## config.mk

```make
export PLATFORM = sky130hd
export DESIGN_NAME = switch_sequencer
export DESIGN_NICKNAME = d
export VERILOG_FILES = /design/src/rtl/switch_sequencer.sv
export SDC_FILE = /design/constraint.sdc
export NUM_CORES = 1
export LEC_CHECK = 0
export BUFFER_PORTS_ARGS = -buffer_cell sky130_fd_sc_hd__buf_2
export CAP_MARGIN = 15
export CORE_MARGIN = 1.5
export CORE_UTILIZATION = 30
export DETAILED_ROUTE_END_ITERATION = 7
export SYNTH_ARGS = -nofsm -noshare
export SYNTH_HDL_FRONTEND = slang
export SYNTH_SLANG_ARGS = --single-unit
```

## constraint.sdc

```tcl
create_clock -name clk -period 15.95 [get_ports clk]
set_clock_uncertainty 0.05 [all_clocks]
set_input_delay 4.785 -clock clk [delete_from_list [all_inputs] [get_ports clk]]
set_output_delay 4.785 -clock clk [all_outputs]
set_load 0.005 [all_outputs]
```

## src/rtl/switch_sequencer.sv

```systemverilog
// switch_sequencer: steps through a table of (pulse width, dwell) entries,
// restarting the width decoder for each entry and enabling the PWM while it dwells.
// Ports:
//   clk, reset (async, active high), en (global freeze), en_1MHz (dwell tick)
//   wr_en/wr_addr/wr_w/wr_dwell : pattern table write port
//   last_idx, loop              : sequence length and wrap control
//   start, stop                 : one-cycle start / abort requests
//   dec_done                    : decoder finished with the current width
//   W, dec_reset                : width word and restart pulse to the decoder
//   pwm_en                      : PWM enable, high only while an entry dwells
//   busy, cur_idx, seq_done, err: status (err is a sticky decoder timeout)
module switch_sequencer #(
    parameter int DEPTH = 8,
    parameter int WW    = 13,
    parameter int DW    = 8,
    parameter int TMO   = 255
) (
    input  logic                     clk,
    input  logic                     reset,
    input  logic                     en,
    input  logic                     en_1MHz,
    input  logic                     wr_en,
    input  logic [$clog2(DEPTH)-1:0] wr_addr,
    input  logic [WW-1:0]            wr_w,
    input  logic [DW-1:0]            wr_dwell,
    input  logic [$clog2(DEPTH)-1:0] last_idx,
    input  logic                     loop,
    input  logic                     start,
    input  logic                     stop,
    input  logic                     dec_done,
    output logic [WW-1:0]            W,
    output logic                     dec_reset,
    output logic                     pwm_en,
    output logic                     busy,
    output logic [$clog2(DEPTH)-1:0] cur_idx,
    output logic                     seq_done,
    output logic                     err
);

    localparam int AW = $clog2(DEPTH);
    localparam int CW = $clog2(TMO + 1);

    typedef enum logic [2:0] {
        IDLE,
        LOAD,
        DECODE,
        RUN,
        NEXT
    } state_t;

    state_t state_q, state_d;

    logic [WW-1:0] tab_w     [DEPTH];
    logic [DW-1:0] tab_dwell [DEPTH];

    logic [DW-1:0] dwell_q, dwell_d;
    logic [CW-1:0] tcnt_q, tcnt_d;
    logic [AW-1:0] idx_d;
    logic [WW-1:0] w_d;
    logic          set_err;
    logic          clr_err;
    logic          done_d;

    // Table writes ignore en and the FSM state.
    always_ff @(posedge clk or posedge reset) begin
        if (reset) begin
            for (int i = 0; i < DEPTH; i++) begin
                tab_w[i]     <= '0;
                tab_dwell[i] <= '0;
            end
        end else if (wr_en) begin
            tab_w[wr_addr]     <= wr_w;
            tab_dwell[wr_addr] <= wr_dwell;
        end
    end

    always_comb begin
        state_d = state_q;
        idx_d   = cur_idx;
        w_d     = W;
        dwell_d = dwell_q;
        tcnt_d  = tcnt_q;
        set_err = 1'b0;
        clr_err = 1'b0;
        done_d  = 1'b0;

        unique case (state_q)
            IDLE: begin
                if (start && !stop) begin
                    idx_d   = '0;
                    clr_err = 1'b1;
                    state_d = LOAD;
                end
            end
            LOAD: begin
                w_d     = tab_w[cur_idx];
                dwell_d = tab_dwell[cur_idx];
                tcnt_d  = '0;
                state_d = DECODE;
            end
            DECODE: begin
                if (dec_done) begin
                    state_d = RUN;
                end else if (tcnt_q == CW'(TMO - 1)) begin
                    set_err = 1'b1;
                    state_d = IDLE;
                end else begin
                    tcnt_d = tcnt_q + CW'(1);
                end
            end
            RUN: begin
                // A dwell of 0 behaves like 1: leave on the first tick.
                if (en_1MHz) begin
                    if (dwell_q <= DW'(1)) begin
                        state_d = NEXT;
                    end else begin
                        dwell_d = dwell_q - DW'(1);
                    end
                end
            end
            NEXT: begin
                // >= so that shrinking last_idx mid-run still ends cleanly.
                if (cur_idx >= last_idx) begin
                    if (loop) begin
                        idx_d   = '0;
                        state_d = LOAD;
                    end else begin
                        done_d  = 1'b1;
                        state_d = IDLE;
                    end
                end else begin
                    idx_d   = cur_idx + AW'(1);
                    state_d = LOAD;
                end
            end
            default: begin
                state_d = IDLE;
            end
        endcase

        // Abort overrides every other transition, including a timeout.
        if (stop && state_q != IDLE) begin
            state_d = IDLE;
            done_d  = 1'b0;
            set_err = 1'b0;
        end
    end

    always_ff @(posedge clk or posedge reset) begin
        if (reset) begin
            state_q  <= IDLE;
            cur_idx  <= '0;
            W        <= '0;
            dwell_q  <= '0;
            tcnt_q   <= '0;
            pwm_en   <= 1'b0;
            seq_done <= 1'b0;
            err      <= 1'b0;
        end else if (en) begin
            state_q  <= state_d;
            cur_idx  <= idx_d;
            W        <= w_d;
            dwell_q  <= dwell_d;
            tcnt_q   <= tcnt_d;
            // Registered from the next state so it tracks RUN exactly.
            pwm_en   <= (state_d == RUN);
            seq_done <= done_d;
            if (set_err) begin
                err <= 1'b1;
            end else if (clr_err) begin
                err <= 1'b0;
            end
        end
    end

    assign dec_reset = (state_q == LOAD);
    assign busy      = (state_q != IDLE);

endmodule

```

-- After elaboration in Yosys (flattened, before gate mapping)
Cells that the tools add are included.
W data, S select, Z words.
- register bits after elaboration: 206
- word-level logic and storage cells: 104
- output and inout port bits: 21
- bits of input ports: 36
- muxes and demuxes: 43
- add/sub/neg operators: 3
- eq/ne operators: 12
- bitwise gates (word level): 2
- $lt $le $gt $ge: 5
- reduce and logical (&&, ||, !) cells: 15
- operators by type and width (cell ; count):
    $bwmux W104 ; 1
    $bwmux W64 ; 1
    $mux W8 ; 7
    $bmux W13 S3 ; 1
    $demux W13 S3 ; 1
    $mux W13 ; 3
    $pmux W8 S2 ; 2
    $mux W3 ; 10
    $bmux W8 S3 ; 1
    $demux W8 S3 ; 1
    $pmux W3 S5 ; 1
    $mux W1 ; 13
    $reduce_and A4 Y1 ; 3
    $ne A2 B2 Y1 const B ; 5
    $eq A3 B2 Y1 const B ; 3
    $add A8 B1 Y8 const B ; 1
    $eq A8 B8 Y1 const B ; 1
    $ge A4 B4 Y1 const B ; 2
    $le A8 B1 Y1 const B ; 1
    $not A3 Y4 ; 2
    $reduce_bool A2 Y1 ; 4
    $sub A8 B1 Y8 const B ; 1
    $pmux W3 S2 ; 1
    $lt A4 B1 Y1 const B ; 1
    other kinds (10) ; 13

-- Depth between registers and ports, before layout
- depth in word-level cells: 7
- depth in mapped cells: 8
- depth with buffers taken out: 7

-- Least setup slack after synthesis
OpenSTA, ideal clock, no wires.
- path kind: input to register
- from: in last_idx[2]
- to: reg cur_idx[2]
- buffers on the path: 0
- arrival time: 5.979 ns
- setup time: 0.124 ns
- required time: 15.776 ns
- cell stages on the path: 7
- slack: 9.797 ns
- cell sequence: inv_1 ha_1 a21oi_1 o21ai_0 a31oi_1 nand2_1 a211o_1
- longest elaborated chain between the ends: 3
- elaborated cells between the ends (all ways): 5
- those cells by class: order compare (1); eq/ne (1); mux (2); reduce/logical (1)
- ends and longest elaborated chain (item ; line ; source):
    start: declaration ; 26 ; input logic [$clog2(DEPTH)-1:0] last_idx,
    $ge A3 B3 Y1 (*) ; 123 ; if (cur_idx >= last_idx) begin
    $ne A3 B3 Y1 (no source line) / $mux W3 (equally long branches) ; -- ;
    $reduce_and A4 Y1 (no source line) / $pmux W3 S2 (equally long branches) ; -- ;
    end signal: assignment ; 161 ; cur_idx <= idx_d;
    end: declaration ; 35 ; output logic [$clog2(DEPTH)-1:0] cur_idx,
Mark *: on every way between the ends. The rest lies on a longest branch, timed or not.
A chain may end at the register's enable or synchronous reset.

-- Final worst setup path
- from: reg cur_idx[2]
- to: out cur_idx[2]
No word-level cell between the ends.

==> summary.txt <==
Status
  – Status: completed

Job
  – Max Cap Viol: 0

Finish
  – # nets final: 764
  – Layout cells sized above 1: 45.4%
  – Non-Filler Instances: 1131
  – Final Cell Area: 11000 um^2
  – Area growth syn-to-layout: 16.5%

Floorplan
  – Die ar.: 32600 um^2
  – CORE AREA: 30800 um^2
  – Die Ht: 181 um
  – Die width: 181 um
  – Core Rows: 64
  – Initial Utilization: 30.7%
  – Num ports: 57

Route
  – First drt pass iteration count: 4
  – Detailed router's first-iteration violation count: 280
  – Via count: 5641
  – Wire length per cell: 18.0 um
  – Number of vias per cell: 4.99
  – Post-DRT Antenna Nets: 0
  – Routed WL: 20.4 mm
  – DRC: 0

Critical path
  – Critical-path maximum fanout: 31
  – CP arrival: 1.78 ns
  – Critical-path cell list: buf_2
  – CP Capture Type: primary output
  – Startpoint Class: flop
  – Top delay family on crit path: flip-flops
  – Reg2Reg Setup Slack: 12.69 ns
  – Setup Crit Path Kind: flop to primary output
  – WP data required: 11.12 ns
  – Worst Setup SP: cur_idx[2]$_DFFE_PP0P_
  – Slowest stage delay, CP: 1.01 ns
  – Buf+Inv Stages, Crit Path: 1
  – Crit Reg-Reg Startpoint: cur_idx[0]$_DFFE_PP0P_
  – Slowest CP cell: dfrtp_2

STA
  – Crit path time final: 6.62 ns
  – Final max-slew violation count: 0
  – Fmax: 151 MHz
  – Unrepaired setup endpoints after global routing: no
  – Final hold vios: 0
  – Setup violations, final: 0
  – Rel. slew slack: 33.9%
  – Final period utilization: 41.5%
  – Final total negative setup slack: 0 ns
  – Tightest Pin Transition: 0.991 ns

Power
  – Tot Pwr: 0.00163 W
  – Psw: 0.000439 W
  – Sequential power share: 44.3%
  – Gate power share: 20.8%
  – Leak: 4.61 nW
  – Power share of the clock group: 34.9%
  – PD cells: 148 nW/um^2
  – Internal power: 0.00119 W
  – Switching power share of the total: 27.0%
  – Peak supply drop: 0.0546 mV

Clocking
  – Longest Clk Path Bufs: 3
  – CTS Hold Bufs: 0
  – CTS tree: yes
  – CTS resizes: 0
  – H-tree lvl count: 1
  – Sink Count: 206
  – Root buf cell: clkbuf_16
  – Worst skew pair latency: 0.52 ns
  – CTS Buf Count: 23
  – Post-CTS Setup Repair Bufs: 0
  – Clk slew on worst S/H paths: 0.06 ns

Placement
  – Port bufs: 56
  – Post-DP Area: 10200 um^2
  – Placed cells: 1091
  – Hpwl dp: 11.8 mm
  – RePlAce Congestion: 0.726

Yosys
  – Top_reg_cell synth: dfrtp_1
  – Syn Inst Count: 664
  – Top-area cell type share of the netlist area: 54.5%
  – Synth Cell Area: 9460 um^2
  – Post-synthesis cell type count: 45
  – FFs w/ async S/R, synth: 100%
  – Largest area contributor in the netlist: dfrtp_1
  – Top post-synthesis cells by count: dfrtp_1 (206), mux2_2 (169), mux4_2 (42)
  – Synthesized area per cell: 14.2 um^2
  – Ys Warns: 0
  – Post-synth net total: 708
  – EDFF count, synth: 0
  – Top-count cell post-synth: dfrtp_1
  – Sequential-to-total area share from yosys stat: 54.5%
  – #FFs+latches synth: 206
  – Top post-synthesis cells by area: dfrtp_1 (54%), mux2_2 (20%), mux4_2 (10%)

GRT
  – GRT Util Overall: 12.7%
  – Initial antenna violation count: 2
  – Vias in the first global route: 5854
  – First-pass GRT wire length: 33.1 mm
  – Largest net degree at the start of global routing: 137
  – Grt total ovfl: 0

Worst hold path
  – Hold wc startpoint: tab_w[69]$_DFFE_PP0P_
  – HP Class: flop to flop
## metal layers
metal  routed length [um]  GRT usage (%)  vias to the layer above  part of all wire [%]
li1                     -              -                     2564                     -
met3                  837           2.61                       28                   4.1
met5                   14              0                        -                 0.069
met4                  322           2.22                        2                   1.6
met2                 9130           19.6                       89                    45
met1                10100           18.7                     2958                    49
## path summary, 6_finish.rpt
kind	end	cells past startpoint
max in group asynchronous	W[4]$_DFFE_PP0P_	3
max reg2reg	cur_idx[2]$_DFFE_PP0P_	8
max	cur_idx[2]	1
min	tab_w[69]$_DFFE_PP0P_	1
min in group asynchronous	tab_dwell[55]$_DFFE_PP0P_	2
min reg2reg	tab_w[69]$_DFFE_PP0P_	1
## sequential cells by signal, indices dropped and copies added (netlist names)
register,cells
tab_w,104
tab_dwell,64
W,13
dwell_q,8
tcnt_q,8
cur_idx,3
state_q,3
err,1
pwm_en,1
seq_done,1
## final cells by class
cell class                 count  area [um^2]
clock inverter                11          173
clock buffer                  28          644
inverter                      15         63.8
antenna                        1         2.50
sequential                   206         5160
fill                        2971        19800
tap                          396          495
multi-input combinational    406         4110
timing repair buffer          68          370
## layout by cell type, fill, tap and decap left out, drive strengths merged, types with 3 or more instances in the layout
| master | instances |
|---|---|
| a21oi | 23 |
| a31oi | 3 |
| buf | 68 |
| bufinv | 4 |
| clkbuf | 28 |
| clkinv | 6 |
| dfrtp | 206 |
| ha | 8 |
| inv | 15 |
| mux2 | 169 |
| mux2i | 16 |
| mux4 | 42 |
| nand2 | 28 |
| nand2b | 3 |
| nand3 | 7 |
| nand4 | 4 |
| nand4b | 3 |
| nor2 | 29 |
| nor3 | 8 |
| nor3b | 4 |
| o21ai | 16 |
| o22ai | 3 |
| or3 | 7 |
| xor2 | 4 |
## kinds of logic (layout without fill, tap and decap cells)
logic type      count (synthesis)  count (layout)  share of synthesized area, %
flops                         206             206                          54.5
other cells                     0               1                             0
xor+xnor                        4               4                         0.370
buf+inv                        52             122                          2.25
compound gates                 61              61                          4.26
mux                           227             227                          31.8
fa+ha+maj                       8               8                          1.06
simple gates                  106             106                          5.77
## power by group through the flow
stage	clock network (W)	registers, W	logic (W)
final	0.000568	0.000720	0.000339
after global routing	0.000599	0.000738	0.000378
after CTS	0.000583	0.000721	0.000344
after detailed placement	0	0.000729	0.000343
after global placement	0	0.000726	0.000333
after floorplan	0	0.000709	0.000259
## metrics by stage
step	worst slack (ns)	utilization (%)	hold slack [ns]
floorplan	5.49	-	0.417
global placement	9.31	33.1	0.428
detailed placement	9.30	33.1	0.436
CTS	9.26	35.7	0.450
global route	9.25	35.7	0.457
finish	9.33	35.7	0.451
Note: power is estimated with default switching activity, not from simulation.
